[src/rtl/mtm_alu_pkg.sv]
// Shared types and constants for the MTM ALU serial result path.
// The PARITY state exists only when MTM_SER_PARITY_EN is defined.
package mtm_alu_pkg;

    typedef enum logic [2:0] {
        IDLE,
        START,
        TYPE,
        PAYLOAD,
`ifdef MTM_SER_PARITY_EN
        PARITY,
`endif
        STOP
    } ser_state_e;

    localparam logic BIT_START = 1'b0;
    localparam logic BIT_STOP  = 1'b1;
    localparam logic TYPE_DATA = 1'b0;
    localparam logic TYPE_CMD  = 1'b1;

    localparam logic [7:0] ERR_CTL_C9 = 8'hC9;
    localparam logic [7:0] ERR_CTL_93 = 8'h93;
    localparam logic [7:0] ERR_CTL_A5 = 8'hA5;

    function automatic logic is_err_ctl(input logic [7:0] ctl);
        return (ctl == ERR_CTL_C9) || (ctl == ERR_CTL_93) || (ctl == ERR_CTL_A5);
    endfunction

endpackage

[src/rtl/mtm_alu_bit_timer.sv]
// Bit-period divider: counts 0..BIT_DIV-1 while enabled and flags the last
// cycle of each bit; cleared on packet acceptance and on reset.
module mtm_alu_bit_timer #(
    parameter int BIT_DIV = 1
) (
    input  logic clk,
    input  logic reset,
    input  logic clear,
    input  logic enable,
    output logic tick
);

    localparam logic [15:0] DIV_LAST = 16'(BIT_DIV - 1);

    logic [15:0] div_cnt;

    assign tick = enable && (div_cnt == DIV_LAST);

    always_ff @(posedge clk) begin
        if (!reset) begin
            div_cnt <= '0;
        end else if (clear || tick || !enable) begin
            div_cnt <= '0;
        end else begin
            div_cnt <= div_cnt + 16'd1;
        end
    end

endmodule

[src/rtl/mtm_alu_serializer_n.sv]
// Serialises an ALU result (DATA_BYTES data frames + CMD frame) or an error CTL
// onto a single idle-high line. Define MTM_SER_PARITY_EN for an even-parity bit per frame.
//
//   state   | meaning
//   IDLE    | line high, ready for a packet
//   START   | start bit (0)
//   TYPE    | type bit (0 data, 1 cmd/error)
//   PAYLOAD | 8 payload bits, MSB first
//   PARITY  | even parity over type + payload (parity builds only)
//   STOP    | stop bit (1); next frame or back to IDLE
module mtm_alu_serializer_n
    import mtm_alu_pkg::*;
#(
    parameter int DATA_BYTES = 4,
    parameter int BIT_DIV    = 1
) (
    input  logic                    clk,
    input  logic                    reset,
    input  logic [8*DATA_BYTES-1:0] data_in,
    input  logic [7:0]              ctl_in,
    input  logic                    in_valid,
    output logic                    in_ready,
    output logic                    sout,
    output logic                    busy,
    output logic                    drop
);

    localparam int FW = $clog2(DATA_BYTES + 1);
    localparam logic [FW-1:0] LAST_FRAME = FW'(DATA_BYTES);

    ser_state_e                state, state_n;
    logic [2:0]                bit_cnt, bit_n;
    logic [FW-1:0]             frame_cnt, frame_n;
    logic [8*DATA_BYTES+7:0]   pkt_q;
    logic                      tick, active, last_stop, hs, load;
    logic                      in_err, in_legal, sout_n, cur_type;
    logic [7:0]                cur_byte;

    assign active    = (state != IDLE);
    assign busy      = active;
    assign last_stop = (state == STOP) && tick && (frame_cnt == LAST_FRAME);
    assign in_ready  = reset && ((state == IDLE) || last_stop);
    assign hs        = in_valid && in_ready;
    assign in_err    = is_err_ctl(ctl_in);
    assign in_legal  = !ctl_in[7] || in_err;
    assign load      = hs && in_legal;

    mtm_alu_bit_timer #(
        .BIT_DIV (BIT_DIV)
    ) u_bit_timer (
        .clk    (clk),
        .reset  (reset),
        .clear  (hs),
        .enable (active),
        .tick   (tick)
    );

    // Error packets jump straight to the last frame slot so they reuse the CMD frame path.
    always_comb begin
        state_n = state;
        bit_n   = bit_cnt;
        frame_n = frame_cnt;
        case (state)
            IDLE: ;
            START:
                if (tick) state_n = TYPE;
            TYPE:
                if (tick) begin
                    state_n = PAYLOAD;
                    bit_n   = 3'd0;
                end
            PAYLOAD:
                if (tick) begin
                    bit_n = bit_cnt + 3'd1;
                    if (bit_cnt == 3'd7) begin
`ifdef MTM_SER_PARITY_EN
                        state_n = PARITY;
`else
                        state_n = STOP;
`endif
                    end
                end
`ifdef MTM_SER_PARITY_EN
            PARITY:
                if (tick) state_n = STOP;
`endif
            STOP:
                if (tick) begin
                    if (frame_cnt == LAST_FRAME) begin
                        state_n = IDLE;
                    end else begin
                        state_n = START;
                        frame_n = frame_cnt + FW'(1);
                    end
                end
            default: state_n = IDLE;
        endcase
        if (load) begin
            state_n = START;
            bit_n   = 3'd0;
            frame_n = in_err ? LAST_FRAME : '0;
        end
    end

    // Line value for the coming cycle, derived from the next state so sout can be registered.
    always_comb begin
        cur_byte = 8'(pkt_q >> (8 * (DATA_BYTES - int'(frame_n))));
        cur_type = (frame_n == LAST_FRAME) ? TYPE_CMD : TYPE_DATA;
        case (state_n)
            START:   sout_n = BIT_START;
            TYPE:    sout_n = cur_type;
            PAYLOAD: sout_n = cur_byte[3'd7 - bit_n];
`ifdef MTM_SER_PARITY_EN
            PARITY:  sout_n = ^{cur_type, cur_byte};
`endif
            default: sout_n = BIT_STOP;
        endcase
    end

    always_ff @(posedge clk) begin
        if (!reset) begin
            state     <= IDLE;
            bit_cnt   <= '0;
            frame_cnt <= '0;
            pkt_q     <= '0;
            sout      <= BIT_STOP;
            drop      <= 1'b0;
        end else begin
            state     <= state_n;
            bit_cnt   <= bit_n;
            frame_cnt <= frame_n;
            if (hs) pkt_q <= {data_in, ctl_in};
            sout      <= sout_n;
            drop      <= hs && !in_legal;
        end
    end

endmodule

[config.mk]
export PLATFORM = sky130hd
export DESIGN_NAME = mtm_alu_serializer_n
export DESIGN_NICKNAME = d
export VERILOG_FILES = /design/src/rtl/mtm_alu_pkg.sv /design/src/rtl/mtm_alu_bit_timer.sv /design/src/rtl/mtm_alu_serializer_n.sv
export SDC_FILE = /design/constraint.sdc
export NUM_CORES = 1
export LEC_CHECK = 0
export BUFFER_PORTS_ARGS = -buffer_cell sky130_fd_sc_hd__buf_2
export CORE_UTILIZATION = 60
export CTS_BUF_LIST = sky130_fd_sc_hd__clkbuf_4 sky130_fd_sc_hd__clkbuf_8
export DETAILED_ROUTE_END_ITERATION = 8
export PLACE_DENSITY = 0.83
export REMOVE_ABC_BUFFERS = 1
export SLEW_MARGIN = 20
export SYNTH_ARGS = -nofsm -noshare
export SYNTH_HDL_FRONTEND = slang
export SYNTH_HIERARCHICAL = 1
export SYNTH_SLANG_ARGS = --single-unit
[constraint.sdc]
create_clock -name clk -period 8.7 [get_ports clk]
set_clock_uncertainty 0.15 [all_clocks]
set_input_delay 0 -clock clk [delete_from_list [all_inputs] [get_ports clk]]
set_output_delay 0 -clock clk [all_outputs]
set_load 0.005 [all_outputs]
==> flow_summary.ini, run 1 <==
[floorplanning]
die_y_um = 77.41
start_util = 0.6196
num_io_pins = 47
rows = 27
die_area_mm2 = 0.005992
die_w_um = 77.41
coreArea_mm2 = 0.005507

[global_routing]
grt_pass1_wl_mm = 14.48
grt_max_degree = 46
grt_usage = 0.3092
grt_pass1_vias = 3138
grt-ovfl-total = 0
antenna_found_initial = 0

[timing]
slew-limit-headroom = 0.4597
setup_viol = 0
max_freq_ghz = 0.2094
period_needed_ps = 4776
worst_pin_slew_ps = 807.5
worst_slack_ps = 3924
rsz0062_at_grt = no
period_share = 0.5489
tns_ps = 0
final-hold-violation-count = 0
hold_ws_ps = 158.5
slew_viol_final = 0

[yosys]
async_reset_ff_frac = 0
ys_ff_latch = 67
synth_ff_type = dfxtp_1
synthCells = 426
yosysWarnings = 6
synth_edf_count = 0
seq_area_frac_synth = 0.3931
synth_cell_types = 63
synth_area_mm2 = 0.003412
syn_avg_cell_area_um2 = 8.009

[detailed_routing]
wire_per_inst_um = 14.80
ant_nets = 0
wl_mm = 8.646
viasPerCell = 5.683
first_pass_iters = 5
vias = 3319
drc = 0
drtIter0Drc = 220

[status]
status = complete, no violations

[cells_and_area]
final_common_cell = nand2_1
area_delta_synth_final_pct = 25.56
most-common-layout-cells = nand2_1 (103), dfxtp_1 (67), a21oi_1 (49)
fin_nets = 560
diodes = 0
drive_above_1_share = 0.1602
stdcell_area_mm2 = 0.004284

[setup_path]
critPathKind = flop to flop
worstPathRequired_ps = 8790
reg2reg_from = state[0]
cp-start-kind = flop
cp-end-kind = flop
r2r-end = sout
crit_arrival_ps = 4860
r2r_slack_ps = 3920
worstPathMaxFanout = 44
r2r_cells = 19

[clock_network]
cts.htree.levels = 3
clk_path_buf_depth = 2
cts_sinks = 67
clkTransAtPathRegs_ps = 70
insertion_delay_ps = 350
root_buffer = clkbuf_8
post_cts_buffers = 0
cts_buffers = 9
tritoncts = done

[place]
gp_congestion = 0.8778
post-place-ws_ps = 4000
dp_hpwl_mm = 5.267
port_buffers = 46
place_area_mm2 = 0.003666

[min_path]
min_path_cells = 5
hold_end = pkt_q[6]
hp-start = in_valid
hp-class = input pin to flop

[power]
ir_drop_mv = 0.1170
leakagePower_nw = 1.627
power.density_mw_per_mm2 = 182.2

[flow_run]
max-cap-violations = 0
==> cells in the mapped netlist (3+ instances only) <==
cell	count	area share
nand2_1	103	0.11
a21oi_1	49	0.072
inv_2	4	0.0044
nand2b_1	4	0.0073
nor2_1	33	0.036
a31oi_1	3	0.0055
o21ai_0	6	0.0088
and3_1	3	0.0055
o21ai_1	6	0.0088
xnor2_1	8	0.021
o31ai_1	3	0.0066
clkbuf_1	13	0.014
and2_1	3	0.0055
mux2i_1	7	0.021
o21a_1	3	0.0066
nor4_1	7	0.013
ha_1	9	0.033
nand4_1	5	0.0092
inv_1	9	0.0099
xor2_1	5	0.013
nor3_1	8	0.012
nand3_1	12	0.018
dfxtp_1	67	0.39
a311oi_1	3	0.0077
buf_2	4	0.0059
==> what timing repair did <==
item,CTS,global route
hold buffers,42,0
gates resized for setup,0,0
setup endpoints to repair,0,0
endpoints found under the hold margin,47,0
==> critical path: stages (launching register included) <==
cell and delay (ps):
dfxtp_1 410, or3_1 440, nor4b_1 160, nand4_1 100, inv_1 120, nand3_1 90
nand2_1 70, nand4_1 110, buf_4 380, inv_2 380, o21a_1 280, or2_2 330
ha_1 200, ha_1 440, nand2_1 120, o311ai_0 110, a32oi_1 210, o31ai_1 100
o2111a_1 130, a211o_1 280
==> per-layer routing <==
layer / wire length, um / GRT usage / up-vias
li1: - / - / 1655
met1: 3730 / 0.3820 / 1542
met2: 4332 / 0.5363 / 106
met3: 416 / 0.03882 / 16
met4: 165 / 0.1377 / 0
met5: 0 / 0 / -
==> metrics by stage <==
step	instances	power [mW]	utilization
floorplan	408	0.4605	-
global placement	527	0.5063	0.6658
detailed placement	527	0.5124	0.6658
CTS	584	0.7788	0.7780
global route	584	0.8229	0.7780
finish	584	0.7808	0.7780
==> cell type report <==
class | count | area, um2
clock inverter | 1 | 5.005
clock buffer | 14 | 192.7
sequential | 67 | 1341
inverter | 13 | 48.80
timing repair buffer | 89 | 658.1
multi-input combinational | 328 | 1948
tap | 72 | 90.09
fill | 380 | 1222
==> worst max path at each step <==
stage | to | start | slack (ps) | cells after the start
after detailed placement | sout | state[0] | 4000 | 19
after CTS | sout | state[0] | 3990 | 19
after floorplan | sout | state[0] | 3700 | 18
after global placement | sout | state[0] | 4110 | 19
final | sout | state[0] | 3920 | 19
after global routing | sout | state[0] | 3540 | 19
==> power breakdown <==
part / switching, mW / internal (mW) / leakage [nW]
Clock: 0.115 / 0.141 / 0.105
Combinational: 0.102 / 0.0684 / 0.978
Sequential: 0.0220 / 0.333 / 0.544
==> sequential cells by signal (all words and copies together), names as in the netlist <==
signal and flops:
drop 1, sout 1, state 3, frame_cnt 3, bit_cnt 3, pkt_q 40
u_bit_timer/div_cnt 16
==> cell families (layout without fill, tap and decap cells) <==
logic type	count (synthesis)	in the layout	share of synthesized area
compound gates	89	89	0.1621
xor+xnor	15	15	0.04950
fa+ha+maj	9	9	0.03300
buf+inv	31	117	0.03593
flops	67	67	0.3931
mux	8	8	0.02494
simple gates	207	207	0.3014
Power figures use the tool's default switching activity.
==> run 2, diff against run 1 <==
--- a/config.mk
+++ b/config.mk
@@ -5,11 +5,12 @@
 export SDC_FILE = /design/constraint.sdc
 export NUM_CORES = 1
 export LEC_CHECK = 0
+export ABC_AREA = 1
 export BUFFER_PORTS_ARGS = -buffer_cell sky130_fd_sc_hd__buf_2
 export CORE_UTILIZATION = 60
 export CTS_BUF_LIST = sky130_fd_sc_hd__clkbuf_4 sky130_fd_sc_hd__clkbuf_8
 export DETAILED_ROUTE_END_ITERATION = 8
-export PLACE_DENSITY = 0.83
+export PLACE_DENSITY = 0.82
 export REMOVE_ABC_BUFFERS = 1
 export SLEW_MARGIN = 20
 export SYNTH_ARGS = -nofsm -noshare
==> constraint.sdc (replaced) <==
create_clock -name clk -period 4.5 [get_ports clk]
set_clock_uncertainty 0.15 [all_clocks]
set_input_delay 0 -clock clk [delete_from_list [all_inputs] [get_ports clk]]
set_output_delay 0 -clock clk [all_outputs]
set_load 0.005 [all_outputs]
==> flow_summary.ini, run 2 <==
[timing]
period_share = 0.8248
slew-limit-headroom = 0.7219
setup_viol = 0
hold_ws_ps = 199.9
rsz0062_at_grt = no
tns_ps = 0
max_freq_ghz = 0.2694
worst_pin_slew_ps = 415.8
slew_viol_final = 0
final-hold-violation-count = 0
period_needed_ps = 3712

[setup_path]
max_stage_delay_ps = 440
r2r-end = sout
worstPathMaxFanout = 25
reg2reg_from = u_bit_timer/div_cnt[0]
path_common_cell = nand3_1
worstPathCellList = inv_1 -> ha_1 -> nand3_1 -> nor2_1 -> nand2_2 -> inv_1 -> nand3_1 -> nand2_1 -> nand2_2 -> nor2_8 -> nand2_4 -> nand3_4 -> ha_1 -> ha_1 -> clkinv_1 -> nand3_1 -> nand2_1 -> nand3_1 -> nand3_1 -> nand2_1 -> nand2_1 -> nand3_1 -> nand2_1
cp-end-kind = flop
crit_arrival_ps = 3790
critPathCapture = sout
slowest_stage = ha_1
cp-startpoint = u_bit_timer/div_cnt[0]
r2r_cells = 23
critPathKind = flop to flop
cp-start-kind = flop
worstPathRequired_ps = 4580
r2r_slack_ps = 790

[detailed_routing]
vias = 3807
viasPerCell = 5.258
ant_nets = 0
wl_mm = 9.458
wire_per_inst_um = 13.06
first_pass_iters = 4
drc = 0
drtIter0Drc = 207

[power]
ir_drop_mv = 0.2172
leakagePower_nw = 2.088
power.density_mw_per_mm2 = 281.6

[place]
dp_hpwl_mm = 6.137
port_buffers = 46
dp_cells = 667
gp_congestion = 0.9719

[global_routing]
grt_max_degree = 44
grt_usage = 0.3112
antenna_found_initial = 0
grt-ovfl-total = 0
grt_pass1_vias = 3479
grt_pass1_wl_mm = 15.44

[clock_network]
root_buffer = clkbuf_8
cts_buffers = 9
insertion_delay_ps = 330
clkTransAtPathRegs_ps = 70
clk_path_buf_depth = 2
cts.htree.levels = 3
cts_sinks = 67
ctsResizeCount = 0
tritoncts = done

[min_path]
hp-start = in_valid
hp-class = input pin to flop
min_path_cells = 6

[cells_and_area]
final_common_cell = nand2_1
finalNonFillerCells = 724
diodes = 0
regMostFlops = pkt_q
most-common-layout-cells = nand2_1 (110), nor2_1 (88), inv_1 (83)
area_delta_synth_final_pct = 22.72
largest_register_ffs = 40
fin_nets = 696
multi_input_area_mm2 = 0.001903
drive_above_1_share = 0.1387
largest_registers = pkt_q (40), u_bit_timer/div_cnt (16)
fill_cells = 461
regArea_mm2 = 0.001341

[floorplanning]
num_io_pins = 47
coreArea_mm2 = 0.005921
start_util = 0.6240
die_w_um = 80.47
rows = 28
die_area_mm2 = 0.006475
die_y_um = 80.47

[flow_run]
max-cap-violations = 0

[yosys]
ys_ff_latch = 67
synth_cell_types = 31
synth_edf_count = 0
synth.top_cell.area_share = 0.3630
synth_ff_type = dfxtp_1
seq_area_frac_synth = 0.3630
synth_most_common_cell = nand2_1
synth_top_area_cell = dfxtp_1
syn_avg_cell_area_um2 = 6.574
yosysWarnings = 6
synthTopCellsByArea = dfxtp_1 (36%), nand2_1 (11%), nor2_1 (8.9%), inv_1 (8.4%), o21ai_0 (5.8%)
async_reset_ff_frac = 0
synth_commonest_cells = nand2_1 (110), nor2_1 (88), inv_1 (83), dfxtp_1 (67), o21ai_0 (43)
synth_area_mm2 = 0.003695
synthCells = 562

[status]
status = complete, no violations
==> run 2: through the flow <==
stage,instance area [um2],power (mW),utilization,worst slack (ps)
2_1_floorplan,3586,0.7377,-,1148
3_3_place_gp,3940,0.7889,0.6655,923.8
3_5_place_dp,3940,0.7913,0.6655,827.9
4_1_cts,4534,1.277,0.7659,802.7
5_1_grt,4534,1.335,0.7659,433.1
6_report,4534,1.277,0.7659,788.2
==> run 2: worst min path at each step <==
stage	end	slack, ps
after CTS	pkt_q[7]	180
after detailed placement	pkt_q[35]	80
final	pkt_q[7]	200
after global placement	pkt_q[31]	70
after floorplan	state[0]	-50
after global routing	pkt_q[7]	230
==> run 2: worst max-delay path: cells and delay by family (launching register included) <==
family	cells	cell delay (ps)
fa+ha+maj	3	910
buf+inv	3	470
flops	1	430
simple gates	17	1630
==> run 2: cell type report <==
type	count	share of cell area
inverters	91	0.07533
repair buffers	91	0.1479
multi-input cells	384	0.4197
clock inverters	2	0.002208
well taps	75	0.02070
flip-flops and latches	67	0.2958
clock buffers	14	0.03836
==> run 2: where the power goes <==
| group | internal (mW) | total (mW) | switching, mW |
|---|---|---|---|
| Clock | 0.247 | 0.464 | 0.217 |
| Sequential | 0.624 | 0.638 | 0.0141 |
| Combinational | 0.0756 | 0.174 | 0.0986 |
| Total | 0.947 | 1.28 | 0.330 |
==> run 2: metal layers <==
metal	up-vias	part of all wire	GRT usage
met5	-	0	0
met4	0	0.019	0.1339
met3	19	0.044	0.04659
met2	118	0.50	0.5339
met1	1718	0.43	0.3836
li1	1952	-	-
==> run 2: cell families after synthesis <==
logic type	Yosys count	share of synthesized area
AO/OA/AOI/OAI	86	0.1229
buffers and inverters	111	0.1219
adder cells (fa/ha/maj)	9	0.03048
AND/OR/NAND/NOR	283	0.3474
flip-flops	67	0.3630
XOR/XNOR	6	0.01423
==> run 2: timing repair <==
item / CTS / global route
hold buffers: 41 / 0
hold endpoints to repair: 48 / 0
setup buffers: 0 / 0
